[src/rtl/bit_serial_adder_pkg.sv]
// Shared definitions for bit_serial_adder: FSM state encodings and counter sizing.
package bit_serial_adder_defs;

   localparam logic [1:0] IDLE = 2'b00;
   localparam logic [1:0] RUN  = 2'b01;
   localparam logic [1:0] DONE = 2'b10;

   // Bit counter must reach WIDTH-1; never narrower than one bit.
   function automatic int unsigned cnt_width(input int unsigned w);
      int unsigned cw;
      cw = $clog2(w);
      return (cw < 1) ? 1 : cw;
   endfunction

endpackage

[src/rtl/bit_serial_adder_cell.sv]
// serial_fa_cell: purely combinational 1-bit full adder used by bit_serial_adder.
module serial_fa_cell (
   input  logic in1,
   input  logic in2,
   input  logic c_in,
   output logic sum,
   output logic c_out
);

   assign sum   = in1 ^ in2 ^ c_in;
   assign c_out = (in1 & in2) | (in1 & c_in) | (in2 & c_in);

endmodule

[src/rtl/bit_serial_adder.sv]
// Bit-serial WIDTH-bit adder, LSB first, one full-adder cell with registered carry.
// Optional signed-overflow output enabled by defining BIT_SERIAL_ADD_OVF_EN.
module bit_serial_adder
   import bit_serial_adder_defs::*;
#(
   parameter int unsigned WIDTH = 8
) (
   input  logic             clk,
   input  logic             rst,
   input  logic             start,
   input  logic [WIDTH-1:0] a,
   input  logic [WIDTH-1:0] b,
   input  logic             c_in,
   output logic             busy,
   output logic             done,
   output logic [WIDTH-1:0] sum,
   output logic             c_out
`ifdef BIT_SERIAL_ADD_OVF_EN
   ,
   output logic             ovf
`endif
);

   localparam int unsigned CW = cnt_width(WIDTH);
   localparam logic [CW-1:0] LAST = CW'(WIDTH - 1);

   logic [1:0]       state;
   logic [WIDTH-1:0] a_sr;
   logic [WIDTH-1:0] b_sr;
   logic [WIDTH-1:0] sum_sr;
   logic             carry;
   logic [CW-1:0]    cnt;
   logic             c_out_q;
   logic             cell_s;
   logic             cell_co;
`ifdef BIT_SERIAL_ADD_OVF_EN
   logic             ovf_q;
`endif

   serial_fa_cell u_cell (
      .in1   (a_sr[0]),
      .in2   (b_sr[0]),
      .c_in  (carry),
      .sum   (cell_s),
      .c_out (cell_co)
   );

   always_ff @(posedge clk) begin
      if (rst) begin
         state   <= IDLE;
         a_sr    <= '0;
         b_sr    <= '0;
         sum_sr  <= '0;
         carry   <= 1'b0;
         cnt     <= '0;
         c_out_q <= 1'b0;
`ifdef BIT_SERIAL_ADD_OVF_EN
         ovf_q   <= 1'b0;
`endif
      end else begin
         case (state)
            IDLE: begin
               if (start) begin
                  a_sr    <= a;
                  b_sr    <= b;
                  carry   <= c_in;
                  cnt     <= '0;
                  sum_sr  <= '0;
                  c_out_q <= 1'b0;
`ifdef BIT_SERIAL_ADD_OVF_EN
                  ovf_q   <= 1'b0;
`endif
                  state   <= RUN;
               end
            end
            RUN: begin
               sum_sr <= {cell_s, sum_sr[WIDTH-1:1]};
               a_sr   <= a_sr >> 1;
               b_sr   <= b_sr >> 1;
               carry  <= cell_co;
               cnt    <= cnt + CW'(1);
               if (cnt == LAST) begin
                  // carry here is the carry entering the MSB
                  c_out_q <= cell_co;
`ifdef BIT_SERIAL_ADD_OVF_EN
                  ovf_q   <= carry ^ cell_co;
`endif
                  state   <= DONE;
               end
            end
            DONE: state <= IDLE;
            default: state <= IDLE;
         endcase
      end
   end

   assign busy  = (state == RUN) || (state == DONE);
   assign done  = (state == DONE);
   assign sum   = sum_sr;
   assign c_out = c_out_q;
`ifdef BIT_SERIAL_ADD_OVF_EN
   assign ovf   = ovf_q;
`endif

endmodule
[config.mk]
export PLATFORM = sky130hd
export DESIGN_NAME = bit_serial_adder
export DESIGN_NICKNAME = d
export VERILOG_FILES = /design/src/rtl/bit_serial_adder_pkg.sv /design/src/rtl/bit_serial_adder_cell.sv /design/src/rtl/bit_serial_adder.sv
export SDC_FILE = /design/constraint.sdc
export NUM_CORES = 1
export LEC_CHECK = 0
export BUFFER_PORTS_ARGS = -buffer_cell sky130_fd_sc_hd__buf_2
export CORE_MARGIN = 5
export CORE_UTILIZATION = 45
export DETAILED_ROUTE_END_ITERATION = 8
export PLACE_DENSITY = 0.75
export SETUP_SLACK_MARGIN = 0.3
export SYNTH_ARGS = -nofsm -noshare
export SYNTH_HDL_FRONTEND = slang
export SYNTH_HIERARCHICAL = 1
export SYNTH_SLANG_ARGS = --single-unit
[constraint.sdc]
create_clock -name clk -period 3.7 [get_ports clk]
set_input_delay 0.555 -clock clk [delete_from_list [all_inputs] [get_ports clk]]
set_output_delay 0.555 -clock clk [all_outputs]
set_load 0.005 [all_outputs]
## After elaboration in Yosys (flattened, before gate mapping)

Cells that the tools add are included.

- Register bits: 31
- Input port bits: 20
- Output and inout port bits: 11
- Logic and storage cells: 42

- Add/sub/neg operators: 1
- Equal/unequal tests: 5
- Mux-type cells: 16
- Bitwise logic cells: 7
- Reduce and logical (&&, ||, !) cells: 6

Operator list:

| cell | count |
|---|---|
| 8-bit case mux with 2 select lines | 3 |
| 8-bit 2-to-1 mux | 3 |
| 3-bit case mux with 2 select lines | 1 |
| 2-bit 2-to-1 mux | 2 |
| 2-bit inequality test, second input constant | 2 |
| 1-bit case mux with 2 select lines | 2 |
| 2-bit case mux with 2 select lines | 1 |
| 2-bit AND reduction | 2 |
| 3-bit by 1-bit adder with 3-bit output, second input constant | 1 |
| 1-bit bitwise AND | 3 |
| 3-bit == test, second input constant | 1 |
| 1-bit 2-to-1 mux | 3 |
| 3-bit 2-to-1 mux | 1 |
| 3-bit AND reduction | 1 |
| 2-bit by 1-bit == test with 1-bit output, second input constant | 1 |
| 2-bit == test, second input constant | 1 |
| 2-bit zero test | 1 |
| 1-bit bitwise OR | 2 |
| 2-bit nonzero test | 1 |
| 1-bit bitwise XOR | 2 |
| 1-bit logical OR | 1 |

## Longest topological paths before layout

- Word-level depth: 5
- Gate-level depth with buffers: 7
- Depth with buffers taken out: 5

## Cells and area by module

The synthesis kept the hierarchy.

Modules (own cells, without submodules):

| module | instances | cells each | area an instance (um^2) | seq. area each (um^2) |
|---|---|---|---|---|
| bit_serial_adder | 1 | 141 | 1512.7 | 620.6 |
| serial_fa_cell | 1 | 1 | 20.0 | 0.0 |

## Least setup slack after synthesis

OpenSTA, ideal clock, no wires.

- Path type: register to register
- Start point: reg state[0]
- End point: reg a_sr[2]
- Library setup time: 0.137 ns
- Arrival time: 1.322 ns
- Required time: 3.563 ns
- Slack: 2.241 ns
- Cell stages (with the launch flop): 7
- Buffers on the path: 1
- Period minus slack after synthesis: 1.459 ns
- Cell sequence: dfxtp_1 -> inv_1 -> ha_1 -> mux2_4 -> buf_12 -> nor2_1 -> a211oi_2

- Cells in the longest elaborated chain, start to end: 3
- Elaborated cells between the ends (all ways): 6
- Classes of those cells: eq/ne (2); mux (1); reduce/logical (3)

RTL lines:

| item | line | text |
|---|---|---|
| start, declared | bit_serial_adder.sv:27 | `logic [1:0] state;` |
| start signal, assigned | bit_serial_adder.sv:50 | `state <= IDLE;` |
| start signal, assigned | bit_serial_adder.sv:73 | `state <= RUN;` |
| start signal, assigned | bit_serial_adder.sv:88 | `state <= DONE;` |
| 2-bit by 1-bit == test with 1-bit output / 2-bit zero test (equally long branches) | bit_serial_adder.sv:61 | `case (state)` |
| 2-bit nonzero test (no source line) / 2-bit inequality test (equally long branches) | -- |  |
| 2-bit AND reduction (no source line) | -- |  |
| end signal, assigned | bit_serial_adder.sv:78 | `a_sr <= a_sr >> 1;` |
| end, declared | bit_serial_adder.sv:28 | `logic [WIDTH-1:0] a_sr;` |

Several ways; a longest one is shown, not always the timed one.
A chain may end at the register's enable or synchronous reset.

## Worst setup path in the final report

- Start point: reg state[1]
- End point: reg c_out_q (netlist: c_out)

- Cells in the longest elaborated chain, start to end: 3
- Elaborated cells between the ends (all ways): 7
- Classes of those cells: eq/ne (3); mux (1); reduce/logical (3)

RTL lines:

| item | line | text |
|---|---|---|
| 2-bit by 1-bit == test with 1-bit output / 2-bit zero test (equally long branches) | bit_serial_adder.sv:61 |  |
| 2-bit inequality test (no source line) / 2-bit nonzero test (equally long branches) | -- |  |
| 3-bit AND reduction (no source line) | -- |  |
| end signal, assigned | bit_serial_adder.sv:84 | `c_out_q <= cell_co;` |
| end, declared | bit_serial_adder.sv:33 | `logic c_out_q;` |

Several ways; a longest one is shown, not always the timed one.

==> results.toml <==
[global_route]
gr-total-overflow = 0
groute.usage.overall_pct = 13.7
grt_start_max_net_pins = 34
grt_pass1_vias = 1073
grt_pass1_wl_mm = 4.75
antenna_found_initial = 0

[finish]
drive_gt1_share_pct = 37.9
syn2layout_area_growth_pct = 10.5
finalNonFillerCells = 215
fin_nets = 196
fillCellCount = 316
antenna_cells = 0

[critical_path]
start_kind = "flop"
critPathBufInv = 2
worst_path_dominant_cell_family = "multiplexers"
cp-end-kind = "flop"
r2r_slack_ps = 1530
worstPathRequired_ps = 3960
worstPathMaxFanout = 33
crit_chain = "inv_1 -> ha_1 -> buf_4 -> mux2i_1 -> o21ai_0 -> a21oi_1"
ff2ff_path_depth = 6
path_class = "flop to flop"
crit_slowest_cell = "mux2i_1"
slowest_delay_ps = 810
r2r_end = "c_out"
timing.rr.start = "state[1]"
arrival_ps = 2430

[clock_tree]
root_buffer = "clkbuf_4"
ctsHoldBuffers = 0
clockBufferDepth = 2
clock_latency_ps = 330
clk_pin_slew_worst_paths_ps = 90
numCtsBuffers = 5
ctsResizeCount = 0
cts.sinks = 31
cts_setup_buffers = 0
cts_tree = "yes"
htreeDepth = 2

[placed_design]
dp_hpwl_mm = 1.90
placed_cells = 207
dp_slack_ps = 1570
place_congestion = 0.697
portBuffers = 30

[die]
ios = 31
die-area_sq_um = 4670
core_area_sq_um = 3310
start_util_pct = 46.3
die_w_microns = 68.4
core.rowCount = 21
die_y_microns = 68.4

[detailed_routing]
detail_route.vias_per_cell = 5.15
antenna_left = 0
drc = 0
routed_wl_mm = 2.74
detail_route.first_pass.iterations = 4
dr_total_vias = 1108
wl_per_cell_microns = 12.7
drtIter0Drc = 75

[worst_hold_path]
holdPathEnd = "a_sr[7]"
min_path_type = "flop to flop"
hold_depth = 2
min_from = "a_sr[7]"

[logic_synthesis]
yosys_warnings = 6
synth-edff-count = 0
synth_ff_type = "dfxtp_1"
synthTopCellsByArea = "dfxtp_1 40%, a211oi_2 12%, mux2i_1 10%"
ys_seq_area_share_pct = 40.5
synth.distinct_cells = 23
syn_nets = 170
postSynthCellCount = 142
synth_top_area_share_pct = 40.5
netlist_area_sq_um = 1530
async_reset_ff_share_pct = 0
ys_seq_elements = 31
synth.avg_cell_area_sq_um = 10.8
yosysTopAreaCell = "dfxtp_1"

[timing]
worst_slack_ps = 1530
relSlewSlack_pct = 29.7
fmax_mhz = 461
tightest_slew_ps = 1020
rsz0062_at_grt = "false"
fin_setup_tns_ps = 0
fin_crit_sh_pct = 58.7
setup-violations-final = 0
slew_violations = 0
layout_min_cycle_time_ps = 2170
clock-skew-final_ps = 3.55
hold_violations = 0
whs_ps = 472

[pwr]
totalPowerFinal_uw = 1240
p_leak_uw = 0.000677
p_per_area_nw_per_um2 = 730
peakVddDrop_uv = 344

[status]
status = "completed"

[job]
cap_viol_max_count = 0
[cells in the final DEF (no fill, tap or decap), drive strengths merged, types with 3 or more instances in the layout]
| cell | Yosys | final |
|---|---|---|
| buf | 9 | 31 |
| a21oi | 6 | 6 |
| a211oi | 15 | 15 |
| nor2 | 25 | 25 |
| nand2 | 3 | 3 |
| o21ai | 3 | 3 |
| dfxtp | 31 | 31 |
| nand3b | 3 | 3 |
| clkbuf | 3 | 6 |
| a32oi | 10 | 10 |
| ha | 7 | 7 |
| mux2i | 16 | 16 |
[routing by layer]
metal / routed length, microns / share of wire (%) / vias to the layer above / track usage, %
li1: - / - / 564 / -
met1: 1250 / 45 / 510 / 17.6
met2: 1280 / 47 / 29 / 21.1
met3: 177 / 6.5 / 5 / 3.94
met4: 39 / 1.4 / 0 / 6.70
met5: 0 / 0 / - / 0
[worst max path at each step]
| stage | depth (start not counted) | from | to | slack [ps] |
|---|---|---|---|---|
| detailed placement | 6 | state[1] | c_out | 1570 |
| finish | 6 | state[1] | c_out | 1530 |
| global placement | 6 | state[1] | c_out | 1680 |
| CTS | 6 | state[1] | c_out | 1540 |
| floorplan | 6 | state[0] | a_sr[2] | 2240 |
| global route | 6 | state[1] | c_out | 1220 |
[worst min-delay path, stage by stage (launching register included)]
cell     delay (ps)
dfxtp_1         330
nand2_1          60
a21oi_1          50
[synthesized netlist by cell type (all sizes together) (2+ instances only)]
cell type	instances
dfxtp	31
nor2	25
mux2i	16
a211oi	15
a32oi	10
buf	9
ha	7
a21oi	6
clkbuf	3
nand2	3
nand3b	3
o21ai	3
inv	2
nand2b	2
nand3	2
nor2b	2
[state kept, by name, summed over array words and instances (netlist names)]
register  cells
a_sr          8
b_sr          8
sum           8
state         2
c_out         1
cnt           3
carry         1
[per-stage QoR]
step,cell area (sq um),util (%)
after floorplan,1530,-
after global placement,1640,49.5
after detailed placement,1640,49.5
after CTS,1690,51.2
after global routing,1690,51.2
final,1690,51.2
[report_power, final]
group          switching (uW)  internal, uW  leakage [uW]
sequential               59.4           422      0.000254
combinational             333           235      0.000395
clock                     114          73.2     0.0000282
[cell families (layout without fill, tap and decap cells)]
family,Yosys count,count (layout),share of synthesized area [%]
buffers and inverters,14,41,7.51
flip-flops,31,31,40.5
adder cells (fa/ha/maj),8,8,7.02
AND/OR/NAND/NOR,38,38,12.7
multiplexers,17,17,11.4
AO/OA/AOI/OAI,34,34,20.9
[final cells by class]
type / instances / area, sq um / share of cell area [%]
Sequential cell: 31 / 621 / 36.6
Clock inverter: 2 / 12.5 / 0.739
Timing Repair Buffer: 31 / 158 / 9.31
Tap cell: 46 / 57.6 / 3.40
Clock buffer: 6 / 41.3 / 2.44
Inverter: 2 / 7.51 / 0.443
Multi-Input combinational cell: 97 / 797 / 47.0
Power figures use the tool's default switching activity.
